### src/rtl/lsu_dmem_adapter.sv
// Load/store adapter between the MEM stage and a 64-bit word-organised dmem.
// Splits word-crossing loads into two reads and word-crossing stores into
// single-byte writes; returns extended load data and flags out-of-range
// accesses.
module lsu_dmem_adapter #(
  parameter int N = 64
) (
  input  logic         clk,
  input  logic         reset,
  input  logic         req_valid,
  output logic         req_ready,
  input  logic         req_write,
  input  logic [2:0]   req_funct3,
  input  logic [N-1:0] req_addr,
  input  logic [N-1:0] req_wdata,
  output logic         resp_valid,
  output logic [N-1:0] resp_rdata,
  output logic         resp_fault,
  output logic [11:0]  dm_wordAddr,
  output logic [2:0]   dm_byteOffset,
  output logic [2:0]   dm_memWidth,
  output logic         dm_readEnable,
  output logic         dm_writeEnable,
  output logic [N-1:0] dm_writeData,
  input  logic [N-1:0] dm_readData
);

  typedef enum logic [1:0] {IDLE, LD2, STB, RESP} state_t;

  state_t       state;
  logic [14:0]  addr_q;
  logic [N-1:0] wdata_q;
  logic [2:0]   f3_q;
  logic [2:0]   cnt_q;
  logic [N-1:0] part_q;
  logic [N-1:0] rdata_q;
  logic         fault_q;

  logic [3:0]   req_size;
  logic         req_fault;
  logic         req_cross;
  logic [N-1:0] rd_shift;
  logic [3:0]   q_size;
  logic [14:0]  stb_addr;
  logic [7:0]   stb_byte;
  logic         stb_last;
  logic [6:0]   ld2_shamt;
  logic [N-1:0] ld2_data;

  // Sign- or zero-extend the low 1/2/4 bytes; the 8-byte size passes through.
  function automatic logic [N-1:0] extend(input logic [N-1:0] raw, input logic [2:0] f3);
    logic sx;
    sx = ~f3[2];
    case (f3[1:0])
      2'd0:    extend = {{(N-8){sx & raw[7]}}, raw[7:0]};
      2'd1:    extend = {{(N-16){sx & raw[15]}}, raw[15:0]};
      2'd2:    extend = {{(N-32){sx & raw[31]}}, raw[31:0]};
      default: extend = raw;
    endcase
  endfunction

  // Request decode: size, fault and word-crossing classification.
  always_comb begin
    req_size  = 4'd1 << req_funct3[1:0];
    req_fault = (req_addr[N-1:15] != '0) ||
                (({1'b0, req_addr[14:0]} + {12'd0, req_size} - 16'd1) > 16'h7FFF);
    req_cross = ({1'b0, req_addr[2:0]} + req_size) > 4'd8;
    rd_shift  = dm_readData >> {req_addr[2:0], 3'b000};
  end

  // Split-access helpers derived from the latched request.
  always_comb begin
    q_size    = 4'd1 << f3_q[1:0];
    stb_addr  = addr_q + {12'd0, cnt_q};
    stb_byte  = wdata_q[{cnt_q, 3'b000} +: 8];
    stb_last  = ({1'b0, cnt_q} == (q_size - 4'd1));
    // second word supplies the bytes above the (8 - off) already latched
    ld2_shamt = {(4'd8 - {1'b0, addr_q[2:0]}), 3'b000};
    ld2_data  = part_q | (dm_readData << ld2_shamt);
  end

  // dmem request outputs: direct from the request in IDLE, from latched state
  // during split accesses, zero otherwise.
  always_comb begin
    dm_wordAddr    = '0;
    dm_byteOffset  = '0;
    dm_memWidth    = '0;
    dm_readEnable  = 1'b0;
    dm_writeEnable = 1'b0;
    dm_writeData   = '0;
    if (!reset) begin
      case (state)
        IDLE: begin
          if (req_valid && !req_fault) begin
            dm_wordAddr   = req_addr[14:3];
            dm_byteOffset = req_addr[2:0];
            if (req_write) begin
              dm_writeEnable = 1'b1;
              if (req_cross) begin
                dm_memWidth  = 3'd0;
                dm_writeData = {{(N-8){1'b0}}, req_wdata[7:0]};
              end else begin
                dm_memWidth  = {1'b0, req_funct3[1:0]};
                dm_writeData = extend(req_wdata, {1'b1, req_funct3[1:0]});
              end
            end else begin
              dm_readEnable = 1'b1;
              dm_memWidth   = {1'b0, req_funct3[1:0]};
            end
          end
        end
        LD2: begin
          dm_readEnable = 1'b1;
          dm_wordAddr   = addr_q[14:3] + 12'd1;
          dm_byteOffset = 3'd0;
          dm_memWidth   = {1'b0, f3_q[1:0]};
        end
        STB: begin
          dm_writeEnable = 1'b1;
          dm_wordAddr    = stb_addr[14:3];
          dm_byteOffset  = stb_addr[2:0];
          dm_memWidth    = 3'd0;
          dm_writeData   = {{(N-8){1'b0}}, stb_byte};
        end
        default: ;
      endcase
    end
  end

  // Control FSM with registered response data/fault.
  always_ff @(posedge clk or posedge reset) begin
    if (reset) begin
      state   <= IDLE;
      addr_q  <= '0;
      wdata_q <= '0;
      f3_q    <= '0;
      cnt_q   <= '0;
      part_q  <= '0;
      rdata_q <= '0;
      fault_q <= 1'b0;
    end else begin
      case (state)
        IDLE: begin
          if (req_valid) begin
            f3_q    <= req_funct3;
            addr_q  <= req_addr[14:0];
            wdata_q <= req_wdata;
            fault_q <= req_fault;
            rdata_q <= '0;
            if (req_fault) begin
              state <= RESP;
            end else if (!req_cross) begin
              if (!req_write) rdata_q <= extend(rd_shift, req_funct3);
              state <= RESP;
            end else if (req_write) begin
              cnt_q <= 3'd1;
              state <= STB;
            end else begin
              part_q <= rd_shift;
              state  <= LD2;
            end
          end
        end
        LD2: begin
          rdata_q <= extend(ld2_data, f3_q);
          state   <= RESP;
        end
        STB: begin
          if (stb_last) state <= RESP;
          else          cnt_q <= cnt_q + 3'd1;
        end
        RESP: begin
          rdata_q <= '0;
          fault_q <= 1'b0;
          state   <= IDLE;
        end
        default: state <= IDLE;
      endcase
    end
  end

  // Response and handshake outputs decoded from registered state.
  always_comb begin
    req_ready  = (state == IDLE);
    resp_valid = (state == RESP);
    resp_rdata = rdata_q;
    resp_fault = fault_q;
  end

endmodule

### config.mk
export PLATFORM = sky130hd
export DESIGN_NAME = lsu_dmem_adapter
export DESIGN_NICKNAME = d
export VERILOG_FILES = /design/src/rtl/lsu_dmem_adapter.sv
export SDC_FILE = /design/constraint.sdc
export NUM_CORES = 1
export LEC_CHECK = 0
export BUFFER_PORTS_ARGS = -buffer_cell sky130_fd_sc_hd__buf_2
export CAP_MARGIN = 20
export CORE_MARGIN = 2
export CORE_UTILIZATION = 30
export CTS_BUF_LIST = sky130_fd_sc_hd__clkbuf_8
export CTS_CLUSTER_SIZE = 28
export DETAILED_ROUTE_END_ITERATION = 7
export PLACE_DENSITY = 0.57
export SLEW_MARGIN = 20
export SYNTH_ARGS = -nofsm -noshare
export SYNTH_HDL_FRONTEND = slang
export SYNTH_SLANG_ARGS = --single-unit
### constraint.sdc
create_clock -name clk -period 17 [get_ports clk]
set_clock_uncertainty 0.05 [all_clocks]
set_input_delay 0 -clock clk [delete_from_list [all_inputs] [get_ports clk]]
set_output_delay 0 -clock clk [all_outputs]
set_load 0.005 [all_outputs]
# Word level (Yosys, flattened, before mapping)
# Index checks and enable logic that the tools add are counted.
dict set report totals {
  reg_bits 216
  in_bits 199
  out_inout_bits 151
  wordCells 110
}
dict set report op_classes {
  add_sub_neg 8
  magnitude_cmp 2
  eq_ne 14
  n_shift 5
  muxes 46
  n_bitwise 11
  reduce_logical 16
}
# op count
set op_table {}
lappend op_table {{$pmux 64 s3} 4}
lappend op_table {{$mux 64} 8}
lappend op_table {{$pmux 64 s2} 1}
lappend op_table {{$or 64x64->64} 1}
lappend op_table {{$shiftx 64x7->8} 1}
lappend op_table {{$shl 64x7->64} 1}
lappend op_table {{$shr 64x6->64} 1}
lappend op_table {{$reduce_bool 49->1} 1}
lappend op_table {{$pmux 12 s3} 1}
lappend op_table {{$mux 3} 10}
lappend op_table {{$mux 12} 2}
lappend op_table {{$pmux 3 s2} 3}
lappend op_table {{$add 15x4->16} 1}
lappend op_table {{$gt 16x15->1 const B} 1}
lappend op_table {{$sub 16x1->16 const B} 1}
lappend op_table {{$add 15x3->15} 1}
lappend op_table {{$add 12x1->12 const B} 1}
lappend op_table {{$mux 2} 6}
lappend op_table {{$eq 2x2->1 const B} 4}
lappend op_table {{$ne 2x2->1 const B} 4}
lappend op_table {{$pmux 2 s4} 1}
lappend op_table {{$reduce_and 2->1} 4}
lappend op_table {{$shl 1x2->4 const A} 2}
lappend op_table {{$mux 1} 7}
lappend op_table {{19 further kinds} 35}

# Depth between registers and ports, before layout
dict set report depth {
  depth_word 10
  mapped_depth 18
  depth_no_buf 12
}

# Least setup slack after synthesis
# No wires, ideal clock.
dict set report synth_timing {
  path_kind {input -> output}
  startpoint {input port reset}
  endpoint {output port dm_writeData[0]}
  t_arrival_ns 6.962
  required_ns 16.950
  path_slack_ns 9.988
  path_stages 4
  n_path_buf 1
  path_cell_list {clkbuf_1 > clkinv_1 > nand2_1 > o31ai_1}
}
dict set report synth_between {
  elab_chain_cells 1
}
# element line_no
set synth_rtl {}
lappend synth_rtl {{from (decl)} 9} ;# input logic reset,
lappend synth_rtl {{$mux 64} 91} ;# if (!reset) begin
lappend synth_rtl {{to (decl)} 24} ;# output logic [N-1:0] dm_writeData,
# Every way passes these cells.

# Worst setup path after layout
dict set report layout_timing {
  startpoint {input port req_funct3[0]}
  endpoint {output port dm_byteOffset[2]}
}
dict set report layout_between {
  elab_chain_cells 10
}
# element line_no
set layout_rtl {}
lappend layout_rtl {{from (decl)} 13} ;# input logic [2:0] req_funct3,
lappend layout_rtl {{$shl 1x2->4} 64} ;# req_size = 4'd1 << req_funct3[1:0];
lappend layout_rtl {{$add 15x4->16} 66} ;# (({1'b0, req_addr[14:0]} + {12'd0, req_size} - 16'd1) > 16'h7FFF);
lappend layout_rtl {{$sub 16x1->16} 66}
lappend layout_rtl {{$gt 16x15->1} 66}
lappend layout_rtl {{$logic_or 1x1->1} 65} ;# req_fault = (req_addr[N-1:15] != '0) ||
lappend layout_rtl {{$logic_not 1->1} 94} ;# if (req_valid && !req_fault) begin
lappend layout_rtl {{$logic_and 1x1->1} 94}
lappend layout_rtl {{$mux 3} 94}
lappend layout_rtl {{$pmux 3 s2} 92} ;# case (state)
lappend layout_rtl {{$mux 3} 91}
lappend layout_rtl {{to (decl)} 20} ;# output logic [2:0] dm_byteOffset,
# Every way passes these cells.

==> flow_summary.ini <==
[outcome]
outcome = completed

[die]
fp.dieH_microns = 234
row_count = 84
start_util = 0.303
pin_count = 350
chipWidth_microns = 234
dieArea_sq_um = 54800
core_region_area_sq_um = 52400

[timing]
final_period_minus_worst_setup_slack_ps = 5100
max_slew_margin = 0.267
fin_setup_tns_ps = 0
worst_slew_pin_slew_ps = 1100
final-hold-violation-count = 0
tcrit_tclk_final = 0.300
rsz0062_at_grt = no
setup_viol = 0
achievable-frequency_mhz = 196
timing.final.ws_setup_ps = 11900
slew_viol_final = 0

[detailed_routing]
drt-vias-per-instance = 5.56
drt.antenna.violating_nets = 0
first_iter_violations = 1446
dr.max_layer_used = met5
drcViolationCount = 0
post_drt_wl_per_cell_microns = 21.9
wirelength_mm = 63.9
met2_length_mm = 29.2
wl_met1_mm = 25.7
via_count = 16230
detail_route.first_pass.iterations = 5
wl_met3_mm = 5.39

[yosys]
avgSynthCellArea_sq_um = 8.82
postSynthCellCount = 1799
postSynthRegisterBits = 216
mappedNetlistNets = 2033
number_of_enable_type_register_cells_in_the_synthesized_netlist = 0
async_flop_share = 1.00
synth-seq-area-share = 0.341
synthesized_area_sq_um = 15900
synthDistinctLibCells = 74
synth_flop_cell = sky130_fd_sc_hd__dfrtp_1
synth-warning-count = 0

[setup_path]
critPathRequiredTime_ps = 16950
timing.critical_path.arrival_ps = 5050
cell_chain_of_the_critical_path = dlygate4sd3_1, buf_2, or2_2, ha_1, inv_1, ha_1, inv_1, fa_1, nor2b_1, o2111ai_1, a2111oi_1, or3_1, nand4_1, o31ai_1, buf_2
worst_r2r_path_depth = 12
critical_path.endpoint_type = primary output
setup.worst_path.start_class = input pin
cp_slowest_cell = sky130_fd_sc_hd__a2111oi_1
timing.setup.critical_path_class = in -> out
critical_path.max_fanout = 17
cpPeakStageDelay_ps = 850

[grt]
grt_pass1_wl_mm = 96.5
grt_antenna_before_repair = 6
first_global_vias = 16150
grt.total_usage = 0.230
overflow = 0
grt_max_degree = 124

[power]
leakagePower_nw = 9.47
power.ir.vdd_worst_v = 0.000114
power-per-cell-area_nw_per_um2 = 147

[clock_network]
postCtsSetupBuffers = 0
cts-buffers-inserted = 43
h-tree-depth = 2
clkTransAtPathRegs_ps = 50
clk_sink_count = 216
clockRootBuffer = sky130_fd_sc_hd__clkbuf_8
cts.repair.resized = 0
tritoncts = built
clock_path_buffers = 3
insertion_delay_ps = 610

[cells_and_area]
final_layout_fill_cell_count = 5336
flow.area_growth_from_synthesis_pct = 28.3
multi_input_gate_area_in_the_final_layout_sq_um = 9490
post_route_cells_drive_above_1_share = 0.280
fin_nets = 2431
layout.area.seq_sq_um = 5410

[place]
gp_routability_congestion = 0.880
detailedPlacementHpwl_mm = 44.1
io_buffers = 348
post-place-ws_ps = 11910

[worst_hold_path]
hold_path_depth = 4
hold_path_class = in -> reg

[run]
max_cap_violations = 0
[report_power, final]
group,switching (mW),leakage (nW),internal (mW)
Sequential,0.132,2.73,0.678
Clock,0.248,0.522,0.329
Combinational,1.00,6.22,0.607
[Yosys cell counts, types with 6 or more instances]
library cell	instances	area [sq um]
sky130_fd_sc_hd__nor4b_2	8	120
sky130_fd_sc_hd__o21ai_1	13	65.1
sky130_fd_sc_hd__nand2_1	297	1110
sky130_fd_sc_hd__nor2_1	101	379
sky130_fd_sc_hd__ha_1	32	400
sky130_fd_sc_hd__nor3_2	17	170
sky130_fd_sc_hd__o211ai_1	27	203
sky130_fd_sc_hd__o32a_1	7	70.1
sky130_fd_sc_hd__buf_4	7	52.6
sky130_fd_sc_hd__nand3_1	12	60.1
sky130_fd_sc_hd__o22ai_1	12	75.1
sky130_fd_sc_hd__a32oi_1	25	219
sky130_fd_sc_hd__inv_1	93	349
sky130_fd_sc_hd__dfrtp_1	216	5410
sky130_fd_sc_hd__a311o_1	9	90.1
sky130_fd_sc_hd__nand4_1	15	93.8
sky130_fd_sc_hd__nor4_1	38	238
sky130_fd_sc_hd__o21ai_0	128	641
sky130_fd_sc_hd__a22oi_1	40	300
sky130_fd_sc_hd__a21oi_1	94	470
sky130_fd_sc_hd__a21o_1	16	120
sky130_fd_sc_hd__o31ai_1	32	240
sky130_fd_sc_hd__a22o_1	8	70.1
sky130_fd_sc_hd__nor3_1	33	165
sky130_fd_sc_hd__clkbuf_1	108	405
sky130_fd_sc_hd__and2_1	10	62.6
sky130_fd_sc_hd__a31oi_1	11	68.8
sky130_fd_sc_hd__nand3b_1	10	75.1
sky130_fd_sc_hd__buf_1	23	86.3
sky130_fd_sc_hd__mux2i_1	99	991
sky130_fd_sc_hd__buf_2	14	70.1
sky130_fd_sc_hd__nor4_2	25	313
sky130_fd_sc_hd__mux4_2	48	1080
sky130_fd_sc_hd__mux2_2	65	732
sky130_fd_sc_hd__a211oi_1	21	158
sky130_fd_sc_hd__nor2b_1	6	37.5
[kinds of logic after synthesis]
| logic type | after synthesis | share of synthesized area |
|---|---|---|
| adder cells (fa/ha/maj) | 35 | 0.0290 |
| multiplexers | 212 | 0.177 |
| AND/OR/NAND/NOR | 600 | 0.192 |
| other | 1 | 0.000236 |
| AO/OA/AOI/OAI | 475 | 0.194 |
| flip-flops | 216 | 0.341 |
| XOR/XNOR | 4 | 0.00221 |
| buffers and inverters | 256 | 0.0657 |
[stage by stage]
| step | cells | hold slack, ps | util | power [mW] | cell area (sq um) |
|---|---|---|---|---|---|
| 3_3_place_gp | 2702 | 161 | 0.344 | 2.35 | 18000 |
| 6_report | 2919 | 61.2 | 0.388 | 2.99 | 20400 |
| 3_5_place_dp | 2702 | 166 | 0.344 | 2.37 | 18000 |
| 4_1_cts | 2917 | 2.93 | 0.388 | 3.00 | 20300 |
| 2_1_floorplan | 1799 | 14.7 | - | 1.82 | 15900 |
| 5_1_grt | 2918 | 42.6 | 0.388 | 3.21 | 20400 |
[final cells by class]
cell class	count	area share
inverters	99	0.0186
repair buffers	510	0.163
clock buffers	50	0.0338
diodes	2	0.000246
multi-input cells	1327	0.466
clock inverters	27	0.0110
well taps	688	0.0423
flip-flops and latches	216	0.266
[cell usage in the layout, fill, tap and decap left out, drive strengths merged, types with 12 or more instances in the layout]
cell           n
a211oi        21
a21o          16
a21oi         94
a22oi         40
a32oi         25
buf          372
clkbuf        50
dfrtp        216
dlygate4sd3  138
ha            32
inv          114
mux2          65
mux2i         99
mux4          48
nand2        297
nand3         12
nand4         16
nor2         102
nor3          50
nor4          63
nor4b         13
o211ai        27
o21ai        141
o22ai         12
o31ai         32
[registers in the layout (all words and copies together), names as in the netlist]
register    count
addr_q         15
f3_q            3
resp_rdata     64
state           2
wdata_q        64
part_q         64
resp_fault      1
cnt_q           3
[per-layer routing]
layer / up-vias / GRT usage
met5: - / 0
met4: 10 / 0.126
met3: 179 / 0.0516
met2: 811 / 0.366
met1: 7850 / 0.290
li1: 7380 / -
[worst max-delay path: cells and delay by family]
kind / cells / cell delay [ps]
AO/OA/AOI/OAI: 3 / 1690
AND/OR/NAND/NOR: 4 / 1460
buffers and inverters: 5 / 1120
adder cells (fa/ha/maj): 3 / 780
[worst paths after layout]
| kind | from | to | slack [ps] |
|---|---|---|---|
| worst max-delay path | req_funct3[0] | dm_byteOffset[2] | 11900 |
| worst min-delay path | dm_readData[27] | part_q[19] | 60 |
| worst max register to register | addr_q[1] | resp_rdata[47] | 12520 |
| worst min register to register | wdata_q[33] | wdata_q[33] | 420 |
| max in group asynchronous | reset | part_q[11] | 14690 |
| min in group asynchronous | reset | state[1] | 120 |
[what timing repair did]
item	4_1_cts	5_1_grt
hold endpoints to repair	221	0
setup endpoints to repair	0	0
hold buffers	138	0
No activity file was read; power rests on OpenSTA's default activity.
